File: src/rtl/pinky_pkg.sv
// pinky_pkg: opcode/cc encodings, instruction field ranges, scoreboard entry and decode helpers
package pinky_pkg;
  localparam logic [4:0] OPADD  = 5'd0;
  localparam logic [4:0] OPADDF = 5'd1;
  localparam logic [4:0] OPAND  = 5'd2;
  localparam logic [4:0] OPBIC  = 5'd3;
  localparam logic [4:0] OPEOR  = 5'd4;
  localparam logic [4:0] OPMUL  = 5'd5;
  localparam logic [4:0] OPMULF = 5'd6;
  localparam logic [4:0] OPORR  = 5'd7;
  localparam logic [4:0] OPSHA  = 5'd8;
  localparam logic [4:0] OPSLT  = 5'd9;
  localparam logic [4:0] OPSUB  = 5'd10;
  localparam logic [4:0] OPSUBF = 5'd11;
  localparam logic [4:0] OPSTR  = 5'd12;
  localparam logic [4:0] OPMOV  = 5'd13;
  localparam logic [4:0] OPLDR  = 5'd14;
  localparam logic [4:0] OPSYS  = 5'd15;
  localparam logic [4:0] OPNOP  = 5'd16;
  localparam logic [4:0] OPPRE  = 5'd17;
  localparam logic [1:0] CC_AL = 2'd0;
  localparam logic [1:0] CC_S  = 2'd1;
  localparam logic [1:0] CC_NE = 2'd2;
  localparam logic [1:0] CC_EQ = 2'd3;
  localparam int OP_HI = 15;
  localparam int OP_LO = 11;
  localparam int CC_HI = 10;
  localparam int CC_LO = 9;
  localparam int IMM_B = 8;
  localparam int RD_HI = 7;
  localparam int RD_LO = 4;
  localparam int R2_HI = 3;
  localparam int R2_LO = 0;
  typedef struct packed {
    logic       valid;
    logic [3:0] dest;
    logic       setcc;
  } sb_entry_t;
  typedef enum logic [1:0] {ST_RUN, ST_STALL, ST_DRAIN, ST_HALTED} state_t;
  function automatic logic quiet_op(input logic [4:0] op);
    return op inside {OPSYS, OPNOP, OPPRE};
  endfunction
  function automatic logic writes_rd(input logic [4:0] op);
    return !(op inside {OPSTR, OPSYS, OPNOP, OPPRE});
  endfunction
  function automatic logic reads_rd(input logic [4:0] op);
    return op inside {OPADD, OPADDF, OPAND, OPBIC, OPEOR, OPMUL, OPMULF,
                      OPORR, OPSHA, OPSLT, OPSUB, OPSUBF, OPSTR};
  endfunction
  function automatic logic reads_op2(input logic [15:0] ir);
    return !ir[IMM_B] && !quiet_op(ir[OP_HI:OP_LO]);
  endfunction
endpackage

File: src/rtl/pinky_issue_ctl_if.sv
// pinky_issue_ctl_if: decode-side request and interlock status bundle of the issue controller
interface pinky_issue_ctl_if #(parameter int CNTW = 16);
  logic            dec_valid;
  logic [15:0]     dec_ir;
  logic            wb_z;
  logic            stall;
  logic            bubble;
  logic            z_flag;
  logic            halt;
  logic [CNTW-1:0] stall_cnt;
  modport master (output dec_valid, dec_ir, wb_z, input stall, bubble, z_flag, halt, stall_cnt);
  modport slave (input dec_valid, dec_ir, wb_z, output stall, bubble, z_flag, halt, stall_cnt);
endinterface

File: src/rtl/pinky_scoreboard.sv
// pinky_scoreboard: shift array of in-flight register writes with dest match and setcc lookups
module pinky_scoreboard
  import pinky_pkg::*;
#(
  parameter int DEPTH = 2
) (
  input  logic      clk,
  input  logic      reset,
  input  sb_entry_t i_push,
  input  logic [3:0] i_rd_a,
  input  logic [3:0] i_rd_b,
  output logic      o_hit_a,
  output logic      o_hit_b,
  output logic      o_any_setcc,
  output logic      o_empty,
  output logic      o_ret_setcc
);
  sb_entry_t r_sb [DEPTH];
  always_ff @(posedge clk or negedge reset)
    if (!reset) begin
      for (int i = 0; i < DEPTH; i++) r_sb[i] <= '0;
    end else begin
      r_sb[0] <= i_push;
      for (int i = 1; i < DEPTH; i++) r_sb[i] <= r_sb[i-1];
    end
  // the retiring entry is still searched: there is no bypass path
  always_comb begin
    o_hit_a = 1'b0;
    o_hit_b = 1'b0;
    o_any_setcc = 1'b0;
    o_empty = 1'b1;
    for (int i = 0; i < DEPTH; i++) begin
      o_hit_a |= r_sb[i].valid && r_sb[i].dest == i_rd_a;
      o_hit_b |= r_sb[i].valid && r_sb[i].dest == i_rd_b;
      o_any_setcc |= r_sb[i].valid && r_sb[i].setcc;
      o_empty &= !r_sb[i].valid;
    end
  end
  assign o_ret_setcc = r_sb[DEPTH-1].valid && r_sb[DEPTH-1].setcc;
endmodule

File: src/rtl/pinky_issue_ctl.sv
// pinky_issue_ctl: RAW interlock, Z flag ownership and SYS drain-then-halt sequencing for PinKY
module pinky_issue_ctl
  import pinky_pkg::*;
#(
  parameter int DEPTH = 2,
  parameter int CNTW  = 16
) (
  input logic              clk,
  input logic              reset,
  pinky_issue_ctl_if.slave bus
);
  state_t          r_state, w_next;
  logic            r_z;
  logic [CNTW-1:0] r_cnt;
  logic [4:0]      w_op;
  logic [1:0]      w_cc;
  logic            w_hit_rd, w_hit_op2, w_any_setcc, w_empty, w_ret_setcc;
  logic            w_active, w_hazard, w_issue, w_stall;
  sb_entry_t       w_push;
  assign w_op = bus.dec_ir[OP_HI:OP_LO];
  assign w_cc = bus.dec_ir[CC_HI:CC_LO];
  assign w_active = r_state == ST_RUN || r_state == ST_STALL;
  assign w_hazard = bus.dec_valid && !quiet_op(w_op) &&
                    ((reads_rd(w_op) && w_hit_rd) ||
                     (reads_op2(bus.dec_ir) && w_hit_op2) ||
                     ((w_cc == CC_NE || w_cc == CC_EQ) && w_any_setcc));
  // a stalled instruction issues on the very edge its hazard clears
  assign w_issue = bus.dec_valid && !w_hazard && w_active;
  assign w_push = '{valid: w_issue && writes_rd(w_op),
                    dest:  bus.dec_ir[RD_HI:RD_LO],
                    setcc: w_cc == CC_S && writes_rd(w_op)};
  pinky_scoreboard #(.DEPTH(DEPTH)) u_sb (
    .clk(clk),
    .reset(reset),
    .i_push(w_push),
    .i_rd_a(bus.dec_ir[RD_HI:RD_LO]),
    .i_rd_b(bus.dec_ir[R2_HI:R2_LO]),
    .o_hit_a(w_hit_rd),
    .o_hit_b(w_hit_op2),
    .o_any_setcc(w_any_setcc),
    .o_empty(w_empty),
    .o_ret_setcc(w_ret_setcc)
  );
  always_comb begin
    w_next = w_active ? (w_hazard ? ST_STALL : (w_issue && w_op == OPSYS) ? ST_DRAIN : ST_RUN)
                      : (r_state == ST_DRAIN && !w_empty) ? ST_DRAIN : ST_HALTED;
    w_stall = !w_active || w_hazard;
  end
  always_ff @(posedge clk or negedge reset)
    if (!reset) begin
      r_state <= ST_RUN;
      r_z <= 1'b0;
      r_cnt <= '0;
    end else begin
      r_state <= w_next;
      if (w_ret_setcc) r_z <= bus.wb_z;
      if (w_active && w_hazard && !(&r_cnt)) r_cnt <= r_cnt + 1'b1;
    end
  assign bus.stall = w_stall;
  assign bus.bubble = w_stall;
  assign bus.z_flag = r_z;
  assign bus.halt = r_state == ST_HALTED;
  assign bus.stall_cnt = r_cnt;
endmodule

File: src/flat_wrapper.sv
// flat-port wrapper written by rule: the top's interface ports become plain ports
module pinky_issue_ctl_flat import pinky_pkg::*;
#(
  parameter int DEPTH = 2,
  parameter int CNTW  = 16
)
  (clk, reset, bus_dec_valid, bus_dec_ir, bus_wb_z, bus_stall, bus_bubble, bus_z_flag, bus_halt, bus_stall_cnt);
  pinky_issue_ctl_if #(.CNTW(CNTW)) bus_i ();
  input logic clk;
  input logic reset;
  input wire logic [$bits(bus_i.dec_valid)-1:0] bus_dec_valid;
  input wire logic [$bits(bus_i.dec_ir)-1:0] bus_dec_ir;
  input wire logic [$bits(bus_i.wb_z)-1:0] bus_wb_z;
  output wire logic [$bits(bus_i.stall)-1:0] bus_stall;
  output wire logic [$bits(bus_i.bubble)-1:0] bus_bubble;
  output wire logic [$bits(bus_i.z_flag)-1:0] bus_z_flag;
  output wire logic [$bits(bus_i.halt)-1:0] bus_halt;
  output wire logic [$bits(bus_i.stall_cnt)-1:0] bus_stall_cnt;
  assign bus_i.dec_valid = bus_dec_valid;
  assign bus_i.dec_ir = bus_dec_ir;
  assign bus_i.wb_z = bus_wb_z;
  assign bus_stall = bus_i.stall;
  assign bus_bubble = bus_i.bubble;
  assign bus_z_flag = bus_i.z_flag;
  assign bus_halt = bus_i.halt;
  assign bus_stall_cnt = bus_i.stall_cnt;
  pinky_issue_ctl #(.DEPTH(DEPTH), .CNTW(CNTW)) u_core (.clk(clk), .reset(reset), .bus(bus_i));
endmodule
File: config.mk
export PLATFORM = sky130hd
export DESIGN_NAME = pinky_issue_ctl_flat
export DESIGN_NICKNAME = d
export VERILOG_FILES = /design/src/rtl/pinky_pkg.sv /design/src/rtl/pinky_issue_ctl_if.sv /design/src/rtl/pinky_scoreboard.sv /design/src/rtl/pinky_issue_ctl.sv /design/src/flat_wrapper.sv
export SDC_FILE = /design/constraint.sdc
export NUM_CORES = 1
export LEC_CHECK = 0
export CAP_MARGIN = 25
export CORE_MARGIN = 8
export CORE_UTILIZATION = 36
export DETAILED_ROUTE_END_ITERATION = 12
export PLACE_DENSITY_LB_ADDON = 0.2
export SLEW_MARGIN = 20
export SYNTH_ARGS = -nofsm -noshare
export SYNTH_HDL_FRONTEND = slang
export SYNTH_SLANG_ARGS = --single-unit
File: constraint.sdc
create_clock -name clk -period 4.6 [get_ports clk]
set_input_delay 0.69 -clock clk [delete_from_list [all_inputs] [get_ports clk]]
set_output_delay 0.69 -clock clk [all_outputs]
set_load 0.005 [all_outputs]
# After elaboration in Yosys (flattened, before gate mapping)
# Cells that the tools add are included.
# totals
out_inout_bits	20
wordCells	83
reg_bits	31
input_bits	20
# classes
muxes	4
n_eq_ne	25
add_sub_neg	1
n_bitwise	4
reduce_logical	40
# op_table
op	count
equality test 5 x 4 -> 1 bit (second input constant)	6
equality test 5 x 3 -> 1 bit (second input constant)	4
logical AND 1 bit	20
adder 16 x 1 -> 16 bit (second input constant)	1
equality test 4 bit	4
AND reduction 16 bit	1
nonzero test 13 bit	1
equality test 5 x 2 -> 1 bit (second input constant)	2
equality test 5 bit (second input constant)	2
zero test 1 bit	9
equality test 2 bit (second input constant)	4
2-to-1 mux 2 bit	3
equality test 5 x 1 -> 1 bit (second input constant)	1
zero test 5 bit	1
logical OR 1 bit	5
equality test 2 x 1 -> 1 bit (second input constant)	2
nonzero test 4 bit	1
bitwise OR 1 bit	3
nonzero test 3 bit	1
zero test 2 bit	1
AND 1 bit	1
2-to-1 mux 1 bit	1

# Depth between registers and ports, before layout
# Gate-level depths: netlist (run 1).
# logic_depth
depth_word	15
depth_mapped	8
depth_no_buf	8

# By module
# Synthesis (run 1) repeated with hierarchy kept, for this count alone.
# unflattened
hier_cells	144
area_unflattened_um2	1564.0
# by_module_without_submodules
module	area_each_um2	n_inst	cells_per_inst	seq_area_each_um2
pinky_issue_ctl	1052.3	1	100	475.5
pinky_scoreboard	511.7	1	44	300.3

# Worst setup path before layout (run 1)
# Ideal clock, no wire load.
# synth_path
kind	input port to output port
startpoint	input port bus_dec_ir[11]
endpoint	output port bus_stall
path_buffers	1
cell_stages	7
required_ns	3.910
path_slack_ns	1.762
t_arrival_ns	2.148
path_cell_list	or2_1 -> a31oi_1 -> nand4_1 -> and3_4 -> a2111oi_4 -> or2_2 -> buf_4
# synth_between
elab_chain_cells	9
elab_cells_between_ends	27
cone_classes	eq/ne (15); reduce/logical (12)
# synth_rtl
item	line_no	rtl
from (decl)	flat_wrapper.sv:12	input wire logic [$bits(bus_i.dec_ir)-1:0] bus_dec_ir;
equality test 5 x 4 -> 1 bit or equality test 5 bit (tied branches)	pinky_pkg.sv:41	return op inside {OPSYS, OPNOP, OPPRE};
nonzero test 3 bit	pinky_pkg.sv:41	
zero test 1 bit	pinky_pkg.sv:51, pinky_issue_ctl.sv:23	
logical AND 1 bit	pinky_pkg.sv:51	return !ir[IMM_B] && !quiet_op(ir[OP_HI:OP_LO]);
logical AND 1 bit	pinky_issue_ctl.sv:25	(reads_op2(bus.dec_ir) && w_hit_op2) ||
logical OR 1 bit	pinky_issue_ctl.sv:24	((reads_rd(w_op) && w_hit_rd) ||
logical OR 1 bit	pinky_issue_ctl.sv:25	
logical AND 1 bit (*)	pinky_issue_ctl.sv:23	assign w_hazard = bus.dec_valid && !quiet_op(w_op) &&
logical OR 1 bit (*)	pinky_issue_ctl.sv:47	w_stall = !w_active || w_hazard;
to (decl)	flat_wrapper.sv:14	output wire logic [$bits(bus_i.stall)-1:0] bus_stall;
# Mark *: on every way between the ends. The rest lies on a longest branch, timed or not.

# Final worst setup path (run 1)
# layout_path
startpoint	input port bus_dec_ir[12]
endpoint	output port bus_stall
# Same word-level chain as after synthesis.

==> results of run 1 <==
## critical path: stages
cell and delay (ps):
clkdlybuf4s50_1 440, or2_1 230, a31oi_1 250, nand4_1 120, and3_4 200, a2111oi_4 320, buf_4 250, or2_2 170
clkdlybuf4s50_1 510
## sequential cells by signal, summed over array words and instances, names as in the netlist
register	flops
u_core.bus.stall_cnt	16
u_core.bus.z_flag	1
u_core.u_sb.r_sb	12
u_core.r_state	2
## power by group
part	internal, mW	switching [mW]	leakage [nW]	total, mW
Sequential	0.278	0.00445	0.400	0.282
Combinational	0.0248	0.0190	0.391	0.0438
Clock	0.106	0.0960	0.0422	0.202
## through the flow
stage	hold slack (ps)	instances	worst slack (ps)	util [%]	cell area, µm²
after global routing	403	233	528	50.6	2030
after floorplan	354	136	1760	-	1490
final	384	233	711	50.6	2030
after detailed placement	368	225	709	48.6	1940
after global placement	365	225	768	48.6	1940
after CTS	383	233	702	50.6	2030
## layer usage
metal  vias to the layer above  GRT usage [%]  share of wire (%)
met2                        28           20.0                 52
li1                        565              -                  -
met1                       576           13.0                 40
met5                         -              0                  0
met3                         8           4.24                5.8
met4                         0           5.64                1.8
## placed cells by master (no fill, tap or decap), drive strengths merged, types with 2 or more instances in the layout
| master | n |
|---|---|
| and3 | 5 |
| dfrtp | 31 |
| inv | 5 |
| clkbuf | 7 |
| buf | 2 |
| nand3 | 4 |
| nor2 | 6 |
| nand2 | 17 |
| nor4b | 2 |
| nand4 | 11 |
| or2 | 2 |
| xor2 | 9 |
| nor3 | 3 |
| mux2 | 2 |
| clkdlybuf4s50 | 39 |
| nand2b | 2 |
| xnor2 | 19 |
| nor4 | 2 |
| and2 | 2 |
## how the worst max path moves through the flow
stage	from	to	slack [ps]	cells after the start
floorplan	bus_dec_ir[11]	bus_stall	1760	7
global placement	bus_dec_ir[12]	bus_stall	770	9
detailed placement	bus_dec_ir[12]	bus_stall	710	9
CTS	bus_dec_ir[12]	bus_stall	700	9
global route	bus_dec_ir[12]	bus_bubble	530	9
finish	bus_dec_ir[12]	bus_stall	710	9
## cell families after synthesis
logic type	count (synthesis)	synth area share [%]
AND/OR/NAND/NOR	60	22.0
buffers and inverters	7	2.10
flip-flops	31	52.1
XOR/XNOR	28	16.5
AO/OA/AOI/OAI	7	4.96
adder cells (fa/ha/maj)	1	0.840
multiplexers	2	1.51
## cell type report
class / count / area share, %
Clock buffer: 7 / 3.77
Multi-Input combinational cell: 98 / 33.7
Sequential cell: 31 / 38.3
Tap cell: 50 / 3.09
Clock inverter: 1 / 0.247
Inverter: 5 / 0.926
Timing Repair Buffer: 41 / 20.0
==> run_results.csv, run 1 <==
group,metric,value,unit
run_status,status,"finished clean",
place,dpl.hpwl,2.69,mm
floorplanning,io_pins,40,
timing,fin_skew,2.13,ps
place,io_buffers,39,
clocking,post_cts_buffers,0,
place,place_congestion,0.790,
yosys,yosysSeqAreaShare,52.1,%
cells_and_area,syn_to_final_growth,36.1,%
global_routing,grt_max_degree,32,
setup_path,required,3910,ps
clocking,cts_tree,"done",
global_routing,grt_pass1_vias,1298,
global_routing,grt_usage,11.9,%
cells_and_area,nets,203,
setup_path,path_max_fanout,16,
worst_hold_path,whs_endpoint,"u_core.u_sb.r_sb[0]$_DFF_PN0_",
clocking,cts_buffers,5,
job,cap_violations,0,
routing,vias,1177,
cells_and_area,antenna_cells,0,
worst_hold_path,min-delay-start,"u_core.u_sb.r_sb[6]$_DFF_PN0_",
power_and_ir_drop,vdd_drop_max,0.166,mV
clocking,htreeDepth,2,
power_and_ir_drop,power_density,261,nW/µm²
timing,rsz0062_at_grt,"no",
setup_path,r2r_cells,8,
timing,finalSetupViolCount,0,
power_and_ir_drop,p_total,528,µW
cells_and_area,register_area,776,µm²
setup_path,r2r_slack,2190,ps
timing,finalMaxSlewViolations,0,
yosys,synth_top_area_share,52.1,%
worst_hold_path,hold_path.class,"reg2reg",
global_routing,gr-total-overflow,0,
setup_path,critPathKind,"in2out",
cells_and_area,multi_input_area,682,µm²
worst_hold_path,hold_depth,0,
yosys,synth_cell_type_count,32,
routing,wl_per_cell,15.1,µm
clocking,clockRootBuffer,"clkbuf_8",
cells_and_area,drive_gt1_share,7.10,%
floorplanning,die-area,6450,µm²
power_and_ir_drop,power_leakage,0.834,nW
clocking,clk_latency,280,ps
clocking,path_clk_slew,60,ps
timing,hold_viol_final,0,
setup_path,rr_endpoint,"u_core.bus.stall_cnt[3]$_DFFE_PN0P_",
yosys,netlist_instances,136,
yosys,synthArstFlopShare,100,%
yosys,yosys_most_used_dff,"dfrtp_1",
yosys,synth_area_leaders,"dfrtp_1 52%, xnor2_1 11%, xor2_1 5.3%",
floorplanning,die_h,80.3,µm
floorplanning,core_region_area,4000,µm²
yosys,yosys_warnings,0,
yosys,syn-num-nets,157,
timing,finalSetupTns,0,ps
yosys,synth_edf_count,0,
routing,remaining_drc_errors,0,
clocking,ctsHoldBuffers,0,
setup_path,cp-start-kind,"input port",
yosys,synth_commonest_cells,"31 x dfrtp_1, 19 x xnor2_1, 17 x nand2_1, 11 x nand4_1, 9 x xor2_1",
routing,ant_nets,0,
routing,drtIter0Drc,39,
global_routing,grt_antenna_before_repair,0,
clocking,cts_max_path_buffers,2,
routing,drt_first_pass_iters,4,
timing,worst_pin_slew,866,ps
routing,via_per_inst,5.05,
routing,wl,3.53,mm
timing,max_clock_freq,257,MHz
timing,maxSlewHeadroom,41.4,%
floorplanning,die_w,80.3,µm
timing,post-route-period-util,84.6,%
yosys,syn-mean-instance-area,10.9,µm²
cells_and_area,fillers,369,
global_routing,grt_pass1_wl,6.00,mm
clocking,clock-sinks,31,
yosys,synth.most_common_cell,"dfrtp_1",
floorplanning,rows,23,
setup_path,arrival,3200,ps
clocking,cts_resized,0,
yosys,yosysTopAreaCell,"dfrtp_1",
floorplanning,start_util,37.2,%
setup_path,critPathCaptureType,"output pin",
yosys,ys_ff_latch,31,
setup_path,r2r-start,"u_core.u_sb.r_sb[7]$_DFF_PN0_",
yosys,syn_area,1490,µm²
timing,fin_crit,3890,ps
Note: power is estimated with default switching activity, not from simulation.
==> run 2: changes to the inputs <==
==> constraint.sdc (replaced) <==
create_clock -name clk -period 3.4 [get_ports clk]
set_input_delay 0.51 -clock clk [delete_from_list [all_inputs] [get_ports clk]]
set_output_delay 0.51 -clock clk [all_outputs]
set_load 0.005 [all_outputs]
==> run 2 against run 1 <==
Via count is 0.34% higher; critical endpoint is now bus_bubble; global-route usage is 0.51 points higher; clock power is 36% higher; hold slack improved by 6.3 ps; first-iteration DRC count up 74%; combinational power is 43% higher; setup slack worse by 590 ps; wire length grew 2.5%; clock skew grew 6.4 ps; critical path type unchanged.
==> run_results.csv, run 2 (synthesized netlist as in run 1, its figures left out) <==
group,metric,value,unit
run_status,status,"finished clean",
place,place_congestion,0.784,
global_routing,grt_pass1_vias,1318,
timing,finalSetupViolCount,0,
floorplanning,die_h,80.3,µm
worst_hold_path,hold_depth,0,
clocking,clk_latency,280,ps
routing,via_per_inst,5.05,
routing,wl_per_cell,15.4,µm
cells_and_area,drive_gt1_share,8.15,%
timing,maxSlewHeadroom,41.6,%
timing,max_clock_freq,305,MHz
setup_path,cp-start-kind,"input port",
setup_path,r2r-start,"u_core.u_sb.r_sb[7]$_DFF_PN0_",
clocking,htreeDepth,2,
setup_path,r2r_cells,8,
place,dpl.hpwl,2.76,mm
worst_hold_path,hold_path.class,"reg2reg",
clocking,cts_buffers,5,
setup_path,arrival,2770,ps
setup_path,rr_endpoint,"u_core.bus.stall_cnt[3]$_DFFE_PN0P_",
timing,post-route-period-util,96.4,%
routing,vias,1181,
setup_path,critPathKind,"in2out",
place,place_area,1950,µm²
timing,fin_crit,3280,ps
cells_and_area,layout_common_cells,"39 x clkdlybuf4s50_1, 31 x dfrtp_1, 19 x xnor2_1",
clocking,cts_tree,"done",
clocking,ctsHoldBuffers,0,
setup_path,critPathCaptureType,"output pin",
cells_and_area,syn_to_final_growth,37.7,%
global_routing,grt_max_degree,32,
setup_path,path_max_fanout,4,
power_and_ir_drop,vdd_drop_max,0.205,mV
routing,ant_nets,0,
timing,fin_skew,8.49,ps
clocking,clock-sinks,31,
global_routing,grt_pass1_wl,6.19,mm
floorplanning,die-area,6450,µm²
global_routing,grt_antenna_before_repair,0,
place,io_buffers,39,
floorplanning,io_pins,40,
cells_and_area,largest_reg_flops,16,
cells_and_area,finalNonFillerCells,234,
timing,finalMaxSlewViolations,0,
setup_path,r2r_slack,970,ps
clocking,clockRootBuffer,"clkbuf_8",
timing,finalSetupTns,0,ps
cells_and_area,final_common_cell,"clkdlybuf4s50_1",
worst_hold_path,whs_endpoint,"u_core.u_sb.r_sb[0]$_DFF_PN0_",
cells_and_area,antenna_cells,0,
timing,worst_pin_slew,864,ps
timing,holdWs,391,ps
cells_and_area,nets,204,
floorplanning,core_region_area,4000,µm²
place,dp_cells,226,
cells_and_area,fin_area,2050,µm²
global_routing,grt_usage,12.4,%
setup_path,required,2890,ps
routing,drtIter0Drc,68,
clocking,path_clk_slew,60,ps
power_and_ir_drop,power_density,350,nW/µm²
routing,wl,3.61,mm
power_and_ir_drop,power_leakage,0.843,nW
worst_hold_path,min-delay-start,"u_core.u_sb.r_sb[6]$_DFF_PN0_",
job,cap_violations,0,
floorplanning,die_w,80.3,µm
timing,hold_viol_final,0,
global_routing,gr-total-overflow,0,
floorplanning,start_util,37.2,%
clocking,cts_max_path_buffers,2,
routing,drt_first_pass_iters,4,
routing,remaining_drc_errors,0,
floorplanning,rows,23,
==> run 2: power breakdown <==
part           total, mW  switching [mW]  internal (mW)
clock network      0.274           0.130          0.143
logic             0.0625          0.0278         0.0348
registers          0.382         0.00636          0.376
==> run 2: how the worst max path moves through the flow <==
stage,startpoint,to,depth (start not counted)
5_1_grt,bus_dec_ir[12],bus_bubble,8
4_1_cts,bus_dec_ir[12],bus_bubble,8
6_report,bus_dec_ir[11],bus_bubble,8
3_3_place_gp,bus_dec_ir[12],bus_bubble,8
2_1_floorplan,bus_dec_ir[11],bus_stall,7
3_5_place_dp,bus_dec_ir[11],bus_bubble,8
==> run 2: what timing repair did <==
item,4_1_cts,5_1_grt
buffers inserted,0,0
endpoints found under the setup margin,0,2
gates resized for setup,0,3
==> run 2: routing by layer <==
layer	vias up	track usage [%]	wire, µm
li1	567	-	-
met1	584	12.0	1360
met2	24	22.0	1950
met3	6	6.03	251
met4	0	4.91	50
met5	-	0	0
==> run 2: critical path: stages <==
cell and delay (ps):
clkdlybuf4s50_1 430, or2_1 290, a31oi_4 170, nand4_1 110
and3_4 210, a2111oi_4 350, or2_4 190, clkdlybuf4s50_1 500
==> run 2: final cells by class <==
class,count,area (µm²)
inverters,5,18.8
clock buffers,7,76.3
fillers,384,1950
repair buffers,42,413
multi-input cells,98,699
flip-flops and latches,31,776
clock inverters,1,5.00
well taps,50,62.6
==> run 2: metrics by stage <==
step	total power [mW]	setup slack, ps	utilization [%]
floorplan	0.407	922	-
global placement	0.448	88.9	48.8
detailed placement	0.450	22.8	48.8
CTS	0.732	16.3	50.8
global route	0.756	-20.6	51.3
finish	0.719	122	51.3
==> run 3: changes to the inputs <==
--- a/config.mk
+++ b/config.mk
@@ -7,7 +7,7 @@
 export LEC_CHECK = 0
 export CAP_MARGIN = 25
 export CORE_MARGIN = 8
-export CORE_UTILIZATION = 36
+export CORE_UTILIZATION = 43
 export DETAILED_ROUTE_END_ITERATION = 12
 export PLACE_DENSITY_LB_ADDON = 0.2
 export SLEW_MARGIN = 20
==> run 3 against run 2 <==
Core utilization grew 8.8 points; clock power is 27% lower; final cell count shrank 1.7%; sequential share of layout area increased by 0.85 points; setup slack worse by 51 ps; non-clock buffer count did not move; first-iteration DRC count decreased by 24%; critical path depth is the same; hold slack got worse by 1.3 ps; count of clock-buffer cells in the layout is the same.
==> run_results.csv, run 3 (synthesized netlist as in run 1, its figures left out) <==
group,metric,value,unit
cells_and_area,finalNonFillerCells,230,
global_routing,grt_max_degree,32,
clocking,clk_latency,320,ps
power_and_ir_drop,vdd_drop_max,0.241,mV
timing,post-route-period-util,97.9,%
floorplanning,die_w,74.8,µm
clocking,path_clk_slew,90,ps
floorplanning,die-area,5600,µm²
setup_path,crit_chain,"clkdlybuf4s50_1 -> or2_1 -> a31oi_2 -> nand4_1 -> and3_4 -> a2111oi_4 -> or2_4 -> clkdlybuf4s50_1",
timing,finalMaxSlewViolations,0,
setup_path,endpoint,"bus_stall",
cells_and_area,register_area,776,µm²
timing,finalSetupViolCount,0,
setup_path,arrival,2820,ps
routing,route.met3.wl,259,µm
global_routing,grt_pass1_vias,1228,
cells_and_area,drive_gt1_share,8.15,%
clocking,cts_resized,0,
setup_path,critPathLaunch,"bus_dec_ir[12]",
power_and_ir_drop,power_leakage,0.828,nW
routing,wl_met2,1.75,mm
power_and_ir_drop,power_density,320,nW/µm²
global_routing,gr-total-overflow,0,
setup_path,critPathKind,"in2out",
worst_hold_path,hold_path.class,"reg2reg",
global_routing,grt_usage,13.2,%
place,dp_cells,222,
setup_path,r2r_cells,8,
global_routing,grt_antenna_before_repair,0,
global_routing,grt_pass1_wl,5.62,mm
floorplanning,core_region_area,3340,µm²
routing,wl_per_cell,14.8,µm
clocking,clockRootBuffer,"clkbuf_4",
cells_and_area,antenna_cells,0,
place,place_congestion,0.829,
cells_and_area,final_util,60.1,%
power_and_ir_drop,p_total,641,µW
job,cap_violations,0,
routing,drt_first_pass_iters,6,
run_status,status,"finished clean",
setup_path,critical_path.max_stage_delay,500,ps
clocking,cts_max_path_buffers,2,
place,io_buffers,39,
timing,max_clock_freq,300,MHz
timing,worst_pin_slew,897,ps
place,place_ws,33.2,ps
setup_path,required,2890,ps
cells_and_area,nets,204,
routing,via_per_inst,5.16,
power_and_ir_drop,p_int,490,µW
floorplanning,rows,21,
cells_and_area,largest_reg_flops,16,
timing,fin_crit,3330,ps
clocking,htreeDepth,2,
setup_path,cp-start-kind,"input port",
power_and_ir_drop,seqPwrFrac,59.5,%
routing,vias,1186,
clocking,clock-sinks,31,
routing,drt-met1-wl,1.35,mm
routing,ant_nets,0,
setup_path,r2r_slack,920,ps
routing,remaining_drc_errors,0,
clocking,ctsHoldBuffers,0,
place,dpl.hpwl,2.61,mm
timing,layout_setup_ws,71.6,ps
power_and_ir_drop,power.switching,151,µW
setup_path,rr_endpoint,"u_core.bus.stall_cnt[3]$_DFFE_PN0P_",
setup_path,cpMaxStageDelayCell,"clkdlybuf4s50_1",
routing,drtIter0Drc,52,
cells_and_area,multi_input_area,691,µm²
floorplanning,start_util,44.6,%
floorplanning,io_pins,40,
floorplanning,die_h,74.8,µm
timing,hold_viol_final,0,
cells_and_area,syn_to_final_growth,34.7,%
clocking,cts_buffers,5,
setup_path,critPathMostFrequentCell,"clkdlybuf4s50_1",
cells_and_area,layout_common_cells,"39 x clkdlybuf4s50_1, 31 x dfrtp_1, 19 x xnor2_1",
routing,wl,3.41,mm
timing,rsz0062_at_grt,"no",
routing,topRoutingLayerUsed,"met4",
setup_path,critPathCaptureType,"output pin",
power_and_ir_drop,clock_power_share,31.1,%
timing,fin_skew,5.35,ps
setup_path,path_max_fanout,4,
timing,maxSlewHeadroom,39.3,%
cells_and_area,final_common_cell,"clkdlybuf4s50_1",
setup_path,r2r-start,"u_core.u_sb.r_sb[7]$_DFF_PN0_",
power_and_ir_drop,switching_share,23.6,%
clocking,cts_tree,"done",
timing,finalSetupTns,0,ps
power_and_ir_drop,combPwrFrac,9.4,%
clocking,post_cts_buffers,0,
cells_and_area,fillers,297,
==> run 3: cell counts in the layout (fill, tap and decap cells not counted) <==
No cell type changed its count.
==> run 3: routing by layer <==
layer	global-route usage, %	vias up
met5	0	-
met4	6.30	0
met3	6.13	5
met2	21.7	28
met1	13.9	585
li1	-	568
==> run 3: how the worst min path moves through the flow <==
stage	end	start	depth (start not counted)
final	u_core.u_sb.r_sb[0]$_DFF_PN0_	u_core.u_sb.r_sb[6]$_DFF_PN0_	0
after detailed placement	u_core.u_sb.r_sb[0]$_DFF_PN0_	u_core.u_sb.r_sb[6]$_DFF_PN0_	0
after floorplan	u_core.bus.stall_cnt[0]$_DFFE_PN0P_	reset	0
after CTS	u_core.u_sb.r_sb[0]$_DFF_PN0_	u_core.u_sb.r_sb[6]$_DFF_PN0_	0
after global routing	u_core.u_sb.r_sb[0]$_DFF_PN0_	u_core.u_sb.r_sb[6]$_DFF_PN0_	0
after global placement	u_core.u_sb.r_sb[0]$_DFF_PN0_	u_core.u_sb.r_sb[6]$_DFF_PN0_	0
==> run 3: cell type report <==
type / instances / share of cell area, %
inverter: 5 / 0.936
tap: 46 / 2.87
sequential: 31 / 38.7
timing repair buffer: 42 / 20.6
clock buffer: 7 / 2.25
clock inverter: 1 / 0.250
multi-input combinational: 98 / 34.4
==> run 3: power groups by stage <==
stage / sequential, mW / clock [mW] / combinational [mW]
final: 0.382 / 0.199 / 0.0606
after global routing: 0.383 / 0.223 / 0.0665
after CTS: 0.382 / 0.212 / 0.0611
after detailed placement: 0.389 / 0 / 0.0606
after global placement: 0.389 / 0 / 0.0590
after floorplan: 0.388 / 0 / 0.0196
==> run 3: stage by stage <==
stage / hold slack [ps] / cell area [µm²]
2_1_floorplan: 214 / 1490
3_3_place_gp: 360 / 1950
3_5_place_dp: 372 / 1950
4_1_cts: 394 / 2000
5_1_grt: 400 / 2010
6_report: 389 / 2010
==> run 3: worst max-delay path, delay by kind of cell <==
kind / cells / cell delay, ps
buffers and inverters: 2 / 950
and+or+nand+nor: 4 / 760
AOI/OAI and AO/OA: 2 / 590
